--- src/rtl/ula_controle_multiciclo.sv ---
// Multicycle MIPS-subset control FSM driving the ULA and datapath strobes; outputs are registered
// alongside the state (ir_write is combinational on mem_ready); memory states stall on mem_ready.
module ula_controle_multiciclo #(
   parameter int MEM_TIMEOUT = 0
) (
   input  logic       clk,
   input  logic       rst_n,
   input  logic [5:0] opcode,
   input  logic [5:0] funct,
   input  logic       zero,
   input  logic       mem_ready,
   output logic [3:0] inputULA,
   output logic [1:0] alu_src_a,
   output logic [1:0] alu_src_b,
   output logic       pc_write,
   output logic       pc_write_cond,
   output logic [1:0] pc_source,
   output logic       i_or_d,
   output logic       mem_read,
   output logic       mem_write,
   output logic       ir_write,
   output logic       reg_dst,
   output logic       mem_to_reg,
   output logic       reg_write,
   output logic [3:0] state,
   output logic       illegal
);

   typedef enum logic [3:0] {
      S_IDLE    = 4'd0,
      S_FETCH   = 4'd1,
      S_DECODE  = 4'd2,
      S_EXEC_R  = 4'd3,
      S_ALU_WB  = 4'd4,
      S_ADDR    = 4'd5,
      S_MEM_RD  = 4'd6,
      S_MEM_WB  = 4'd7,
      S_MEM_WR  = 4'd8,
      S_BRANCH  = 4'd9,
      S_JUMP    = 4'd10,
      S_ADDI_WB = 4'd11
   } state_t;

   typedef struct packed {
      logic [3:0] op;
      logic [1:0] src_a;
      logic [1:0] src_b;
      logic       pc_write;
      logic       pc_write_cond;
      logic [1:0] pc_source;
      logic       i_or_d;
      logic       mem_read;
      logic       mem_write;
      logic       reg_dst;
      logic       mem_to_reg;
      logic       reg_write;
   } ctrl_t;

   localparam logic [5:0] OP_R    = 6'b000000;
   localparam logic [5:0] OP_LW   = 6'b100011;
   localparam logic [5:0] OP_SW   = 6'b101011;
   localparam logic [5:0] OP_BEQ  = 6'b000100;
   localparam logic [5:0] OP_J    = 6'b000010;
   localparam logic [5:0] OP_ADDI = 6'b001000;

   localparam logic [3:0] ULA_ADD = 4'b0010;
   localparam logic [3:0] ULA_SUB = 4'b0110;
   localparam logic [3:0] ULA_AND = 4'b0000;
   localparam logic [3:0] ULA_OR  = 4'b0001;
   localparam logic [3:0] ULA_SLT = 4'b0111;

   localparam bit          TO_EN   = (MEM_TIMEOUT > 0);
   localparam logic [15:0] TO_LAST = (MEM_TIMEOUT > 0) ? 16'(MEM_TIMEOUT - 1) : 16'd0;

   // {known, op}
   function automatic logic [4:0] funct_dec(input logic [5:0] f);
      case (f)
         6'b100000: return {1'b1, ULA_ADD};
         6'b100010: return {1'b1, ULA_SUB};
         6'b100100: return {1'b1, ULA_AND};
         6'b100101: return {1'b1, ULA_OR};
         6'b101010: return {1'b1, ULA_SLT};
         default:   return {1'b0, ULA_AND};
      endcase
   endfunction

   function automatic ctrl_t decode(input state_t s, input logic [3:0] rop);
      ctrl_t c;
      c = '0;
      case (s)
         S_FETCH:   begin c.mem_read = 1'b1; c.src_b = 2'b01; c.op = ULA_ADD; end
         S_DECODE:  begin c.pc_write = 1'b1; c.src_a = 2'b10; c.src_b = 2'b11; c.op = ULA_ADD; end
         S_EXEC_R:  begin c.src_a = 2'b01; c.op = rop; end
         S_ALU_WB:  begin c.reg_dst = 1'b1; c.reg_write = 1'b1; end
         S_ADDR:    begin c.src_a = 2'b01; c.src_b = 2'b10; c.op = ULA_ADD; end
         // Memory states keep the address computation alive since outputULA is re-registered each cycle.
         S_MEM_RD:  begin c.src_a = 2'b01; c.src_b = 2'b10; c.op = ULA_ADD; c.i_or_d = 1'b1; c.mem_read = 1'b1; end
         S_MEM_WB:  begin c.mem_to_reg = 1'b1; c.reg_write = 1'b1; end
         S_MEM_WR:  begin c.src_a = 2'b01; c.src_b = 2'b10; c.op = ULA_ADD; c.i_or_d = 1'b1; c.mem_write = 1'b1; end
         S_BRANCH:  begin c.pc_write_cond = 1'b1; c.pc_source = 2'b01; c.src_a = 2'b01; c.op = ULA_SUB; end
         S_JUMP:    begin c.pc_write = 1'b1; c.pc_source = 2'b10; end
         S_ADDI_WB: c.reg_write = 1'b1;
         default:   c = '0;
      endcase
      return c;
   endfunction

   state_t      state_q, state_d;
   ctrl_t       ctrl_q, ctrl_d;
   logic        illegal_q, illegal_d;
   logic [15:0] cnt_q, cnt_d;
   logic [4:0]  rfn;
   logic        waiting, timeout;

   always_comb begin
      rfn       = funct_dec(funct);
      state_d   = state_q;
      illegal_d = 1'b0;
      waiting   = (state_q == S_FETCH) || (state_q == S_MEM_RD) || (state_q == S_MEM_WR);
      timeout   = TO_EN && waiting && (cnt_q == TO_LAST) && !mem_ready;
      case (state_q)
         S_IDLE:   state_d = S_FETCH;
         S_FETCH:  if (mem_ready) state_d = S_DECODE;
         S_DECODE: begin
            case (opcode)
               OP_R:                   state_d = S_EXEC_R;
               OP_LW, OP_SW, OP_ADDI:  state_d = S_ADDR;
               OP_BEQ:                 state_d = S_BRANCH;
               OP_J:                   state_d = S_JUMP;
               default: begin state_d = S_FETCH; illegal_d = 1'b1; end
            endcase
         end
         S_EXEC_R: begin
            if (rfn[4]) state_d = S_ALU_WB;
            else begin state_d = S_FETCH; illegal_d = 1'b1; end
         end
         S_ADDR: begin
            case (opcode)
               OP_LW:   state_d = S_MEM_RD;
               OP_SW:   state_d = S_MEM_WR;
               OP_ADDI: state_d = S_ADDI_WB;
               default: begin state_d = S_FETCH; illegal_d = 1'b1; end
            endcase
         end
         S_MEM_RD: if (mem_ready) state_d = S_MEM_WB;
         S_MEM_WR: if (mem_ready) state_d = S_FETCH;
         S_ALU_WB, S_MEM_WB, S_BRANCH, S_JUMP, S_ADDI_WB: state_d = S_FETCH;
         default: begin state_d = S_FETCH; illegal_d = 1'b1; end
      endcase
      if (timeout) begin
         state_d   = S_FETCH;
         illegal_d = 1'b1;
      end
      // A timeout re-enters S_FETCH, which must restart the count like any other state change.
      cnt_d  = (!waiting || timeout || (state_d != state_q)) ? 16'd0 : cnt_q + 16'd1;
      ctrl_d = decode(state_d, rfn[3:0]);
   end

   always_ff @(posedge clk or negedge rst_n) begin
      if (!rst_n) begin
         state_q   <= S_IDLE;
         ctrl_q    <= '0;
         illegal_q <= 1'b0;
         cnt_q     <= 16'd0;
      end else begin
         state_q   <= state_d;
         ctrl_q    <= ctrl_d;
         illegal_q <= illegal_d;
         cnt_q     <= cnt_d;
      end
   end

   assign inputULA      = ctrl_q.op;
   assign alu_src_a     = ctrl_q.src_a;
   assign alu_src_b     = ctrl_q.src_b;
   assign pc_write      = ctrl_q.pc_write;
   assign pc_write_cond = ctrl_q.pc_write_cond;
   assign pc_source     = ctrl_q.pc_source;
   assign i_or_d        = ctrl_q.i_or_d;
   assign mem_read      = ctrl_q.mem_read;
   assign mem_write     = ctrl_q.mem_write;
   assign reg_dst       = ctrl_q.reg_dst;
   assign mem_to_reg    = ctrl_q.mem_to_reg;
   assign reg_write     = ctrl_q.reg_write;
   assign ir_write      = (state_q == S_FETCH) && mem_ready;
   assign state         = state_q;
   assign illegal       = illegal_q;

endmodule

--- config.mk ---
export PLATFORM = sky130hd
export DESIGN_NAME = ula_controle_multiciclo
export DESIGN_NICKNAME = d
export VERILOG_FILES = /design/src/rtl/ula_controle_multiciclo.sv
export SDC_FILE = /design/constraint.sdc
export NUM_CORES = 1
export LEC_CHECK = 0
export BUFFER_PORTS_ARGS = -buffer_cell sky130_fd_sc_hd__buf_2
export CORE_ASPECT_RATIO = 1.1
export CORE_UTILIZATION = 38
export CTS_BUF_LIST = sky130_fd_sc_hd__clkbuf_8
export DETAILED_ROUTE_END_ITERATION = 6
export PLACE_DENSITY_LB_ADDON = 0.08
export SYNTH_ARGS = -nofsm -noshare
export SYNTH_HDL_FRONTEND = slang
export SYNTH_SLANG_ARGS = --single-unit
--- constraint.sdc ---
create_clock -name clk -period 2.3 [get_ports clk]
set_input_delay 0.23 -clock clk [delete_from_list [all_inputs] [get_ports clk]]
set_output_delay 0.23 -clock clk [all_outputs]
set_load 0.02 [all_outputs]
==> metrics.md <==
| Metric | Value |
|---|---|
| Worst Max-Slew Pin Slew | approximately 580 ps |
| Leak | 0.744 nW |
| Multiplexer area fraction after synthesis | 0.934% |
| Synth Area in XOR/XNOR | 0.726% |
| Largest cells by area after synthesis | dfrtp_1, buf_4, nor2_1, a21oi_4, nand2b_1 |
| # IOs | 40 |
| Hold Crit Endpoint | inputULA[2] |
| Syn-to-layout area delta | 24.0% |
| Fin. max-slew vios | 0 |
| Outcome | completed |
| First-pass GRT wire length | 4.11 mm |
| Final TNS setup | 0 ps |
| Fillers | 308 |
| Syn_area_per_cell | 10.6 sq um |
| Synth Net Count | 130 |
| DR pass1 iterations | 4 |
| Max reg flops | 4 |
| DRT Wirelength | about 2.5 mm |
| R2r setup slk | roughly 250 ps |
| FF-to-FF Start | state[0] |
| Yosys top cell by area | dfrtp_1 |
| Post-CTS Resized | 0 |
| Combinational family with the most area after synthesis | simple AND/OR/NAND/NOR gates |
| Clk pwr share | 17.1% |
| Clock Pin Slew Worst Setup and Hold Paths | 70 ps |
| Fin crit period | 2050 ps |
| Slowest cell on crit path | or4b_4 |
| Max-cap violations | 0 |
| Clk Tree Root Cell | clkbuf_8 |
| Rows | 21 |
| Sw frac | between 30% and 40% |
| Yosys reg bits | 21 |
| Mapped Cells | approximately 110 |
| Post-synth EDFFs | 0 |
| Antenna violations before repair | 0 |
| Die width | 55.7 um |
| Final period utilization | around nine tenths |
| Skew final | around 2.5 ps |
| DR iter-0 viols | 14 |
| Hold-fix buffers, CTS | 1 |
| CP top delay family | simple AND/OR/NAND/NOR gates |
| Reg2reg end | alu_src_b[1] |
| CP startpoint kind | flip-flop |
| Post-Synth Simple-Gate Area | 31.4% |
| Combinational power share | 45.4% |
| Critical Path Max Stage Delay | 590 ps |
| Cts bufs inserted | 3 |
| Number of distinct library cells after synthesis | 52 |
| Setup violators final | 0 |
| Register area share after synthesis | a little over two fifths |
| Buffer and inverter count on the worst path | 0 |
| CTS tree | done |
| Synth Area in Adders | 0% |
| Relative slew margins | between 60% and 70% |
| RePlAce Congestion | 0.809 |
| Final Hold Slack | 272 ps |
| Sw power | between 400 and 500 uW |
| Reg2reg path depth | 6 |
| Worst-path cell chain | or4b_4 > nor3_1 > a211o_1 > nand2b_4 > a21boi_1 > o21ai_1 |
| Global route overflow | 0 |
| CP max FO | 10 |
| Sequential share of power | between 30% and 40% |
| Post-Syn Area | 1210 sq um |
| FMAX | 487 MHz |
| Critical Path Sink Type | flip-flop |
| GRT Overall Usage | 15.5% |
| Routed len/inst | ~13 um |
| Synth top cells by count | dfrtp_1, nor2_1 |
| Via/cell ratio | 5.36 |
| Die ar. | 3400 sq um |
| Internal | 817 uW |
| Hpwl dp | 2.00 mm |
| WP data arrival | 2190 ps |
| Hold depth | 2 |
| Post-synth top flop | dfrtp_1 |
| Share of the synthesized area in the top cell type | 43.6% |
| Htree depth | 1 |
| Pin count of the biggest net entering global routing | 22 |
| Worst min path class | in -> reg |
| Clk sinks | 21 |
| Fin nets | 174 |
| Hold Fails Final Rpt | 0 |
| Worst hold path startpoint | funct[1] |
| Die Y | 61.1 um |
| Clock Path Buffers | 2 |
| Post-route ant nets | 0 |
| Clock Latency Late Sink | 250 ps |
| Vias in the first global route | between 900 and 1000 |
| Count leader, synth | dfrtp_1 |
| Maximum vdd drop | 0.568 mV |
| Initial Utilization | 39.9% |
| IO buf count | 37 |
| Compound-Gate Fraction of Synth Area | 18.3% |
| DR vias | 1023 |
| Share of cells above drive strength 1 | 40.1% |
| Async SR Flop Fraction | between 90% and 100% |
| Power per Cell Area | 874 nW/um^2 |
| Unrepaired setup endpoints after global routing | false |
| # DRC | 0 |
| # diodes | 0 |
| Critical path class | reg -> reg |
| Worst path required time | 2440 ps |
| Synth warn | 0 |
| Core area | a little over 3000 sq um |
| Postcts setup bufs | 0 |
through the flow:
| stage | util [%] | total power [mW] | std cells | setup WS [ps] | area [sq um] |
|---|---|---|---|---|---|
| floorplan | - | 0.904 | 114 | 336 | 1210 |
| global placement | 47.7 | 1.09 | 186 | 282 | 1440 |
| detailed placement | 47.7 | 1.09 | 186 | 284 | 1440 |
| CTS | 49.5 | 1.32 | 191 | 239 | 1500 |
| global route | 49.5 | 1.39 | 191 | 125 | 1500 |
| finish | 49.5 | 1.31 | 191 | 245 | 1500 |
placed cells by master (no fill, tap or decap), types with 2 or more instances in the layout:
master    Yosys  final
inv_1         1      2
a31oi_1       2      2
nor3_1        5      5
nand3b_1      2      2
buf_2         1     37
nand2b_1      5      5
dfrtp_1      21     21
nor3b_1       2      2
a21oi_1       3      3
nor2_1       10     10
nand2_1       5      5
a21oi_4       2      2
or4b_4        2      2
nor4_1        4      4
buf_4         5      8
o21bai_1      2      2
nor2b_1       2      2
o21ai_0       3      3
and2_1        2      2
o21ai_1       2      2
clkbuf_8      0      3
nor3_2        2      2
area by class of cell:
cell class,count,area (sq um),share of cell area [%]
Clock buffer,3,41.3,2.76
Inverter,1,3.75,0.251
Multi-Input combinational cell,85,623,41.7
Timing Repair Buffer,46,255,17.1
Tap cell,34,42.5,2.85
Clock inverter,1,3.75,0.251
Sequential cell,21,526,35.1
worst reg2reg max path, delay by kind of cell, from the launching register on:
kind               cells  cell delay [ps]
and+or+nand+nor        3              980
DFF                    1              480
AOI/OAI and AO/OA      3              480
worst max-delay path by stage:
stage | endpoint | start | cells after the start | slack, ps
after floorplan | inputULA[0] | state[1] | 6 | 340
after global placement | inputULA[1] | state[0] | 6 | 280
after detailed placement | inputULA[0] | state[3] | 7 | 280
after CTS | inputULA[0] | state[3] | 7 | 240
after global routing | mem_read | state[3] | 7 | 120
final | alu_src_b[1] | state[0] | 6 | 250
power by group through the flow:
stage / clock [mW] / combinational, mW / sequential [mW]
2_1_floorplan: 0 / 0.317 / 0.587
5_1_grt: 0.250 / 0.636 / 0.500
4_1_cts: 0.233 / 0.601 / 0.490
6_report: 0.224 / 0.593 / 0.489
3_3_place_gp: 0 / 0.593 / 0.494
3_5_place_dp: 0 / 0.597 / 0.496
logic make-up after synthesis:
kind of cell / count (synthesis)
buffers and inverters: 8
muxes: 1
xor gates and xnor gates: 1
AOI/OAI and AO/OA: 27
and+or+nand+nor: 55
DFF: 21
other: 1
per-layer routing:
layer	share of wire (%)	vias up	GRT usage (%)
met3	3.6	2	2.10
met2	51	26	28.2
met1	44	488	19.3
met5	0	-	0
met4	0.88	0	5.36
li1	-	507	-
(Power assumes the default switching activity.)
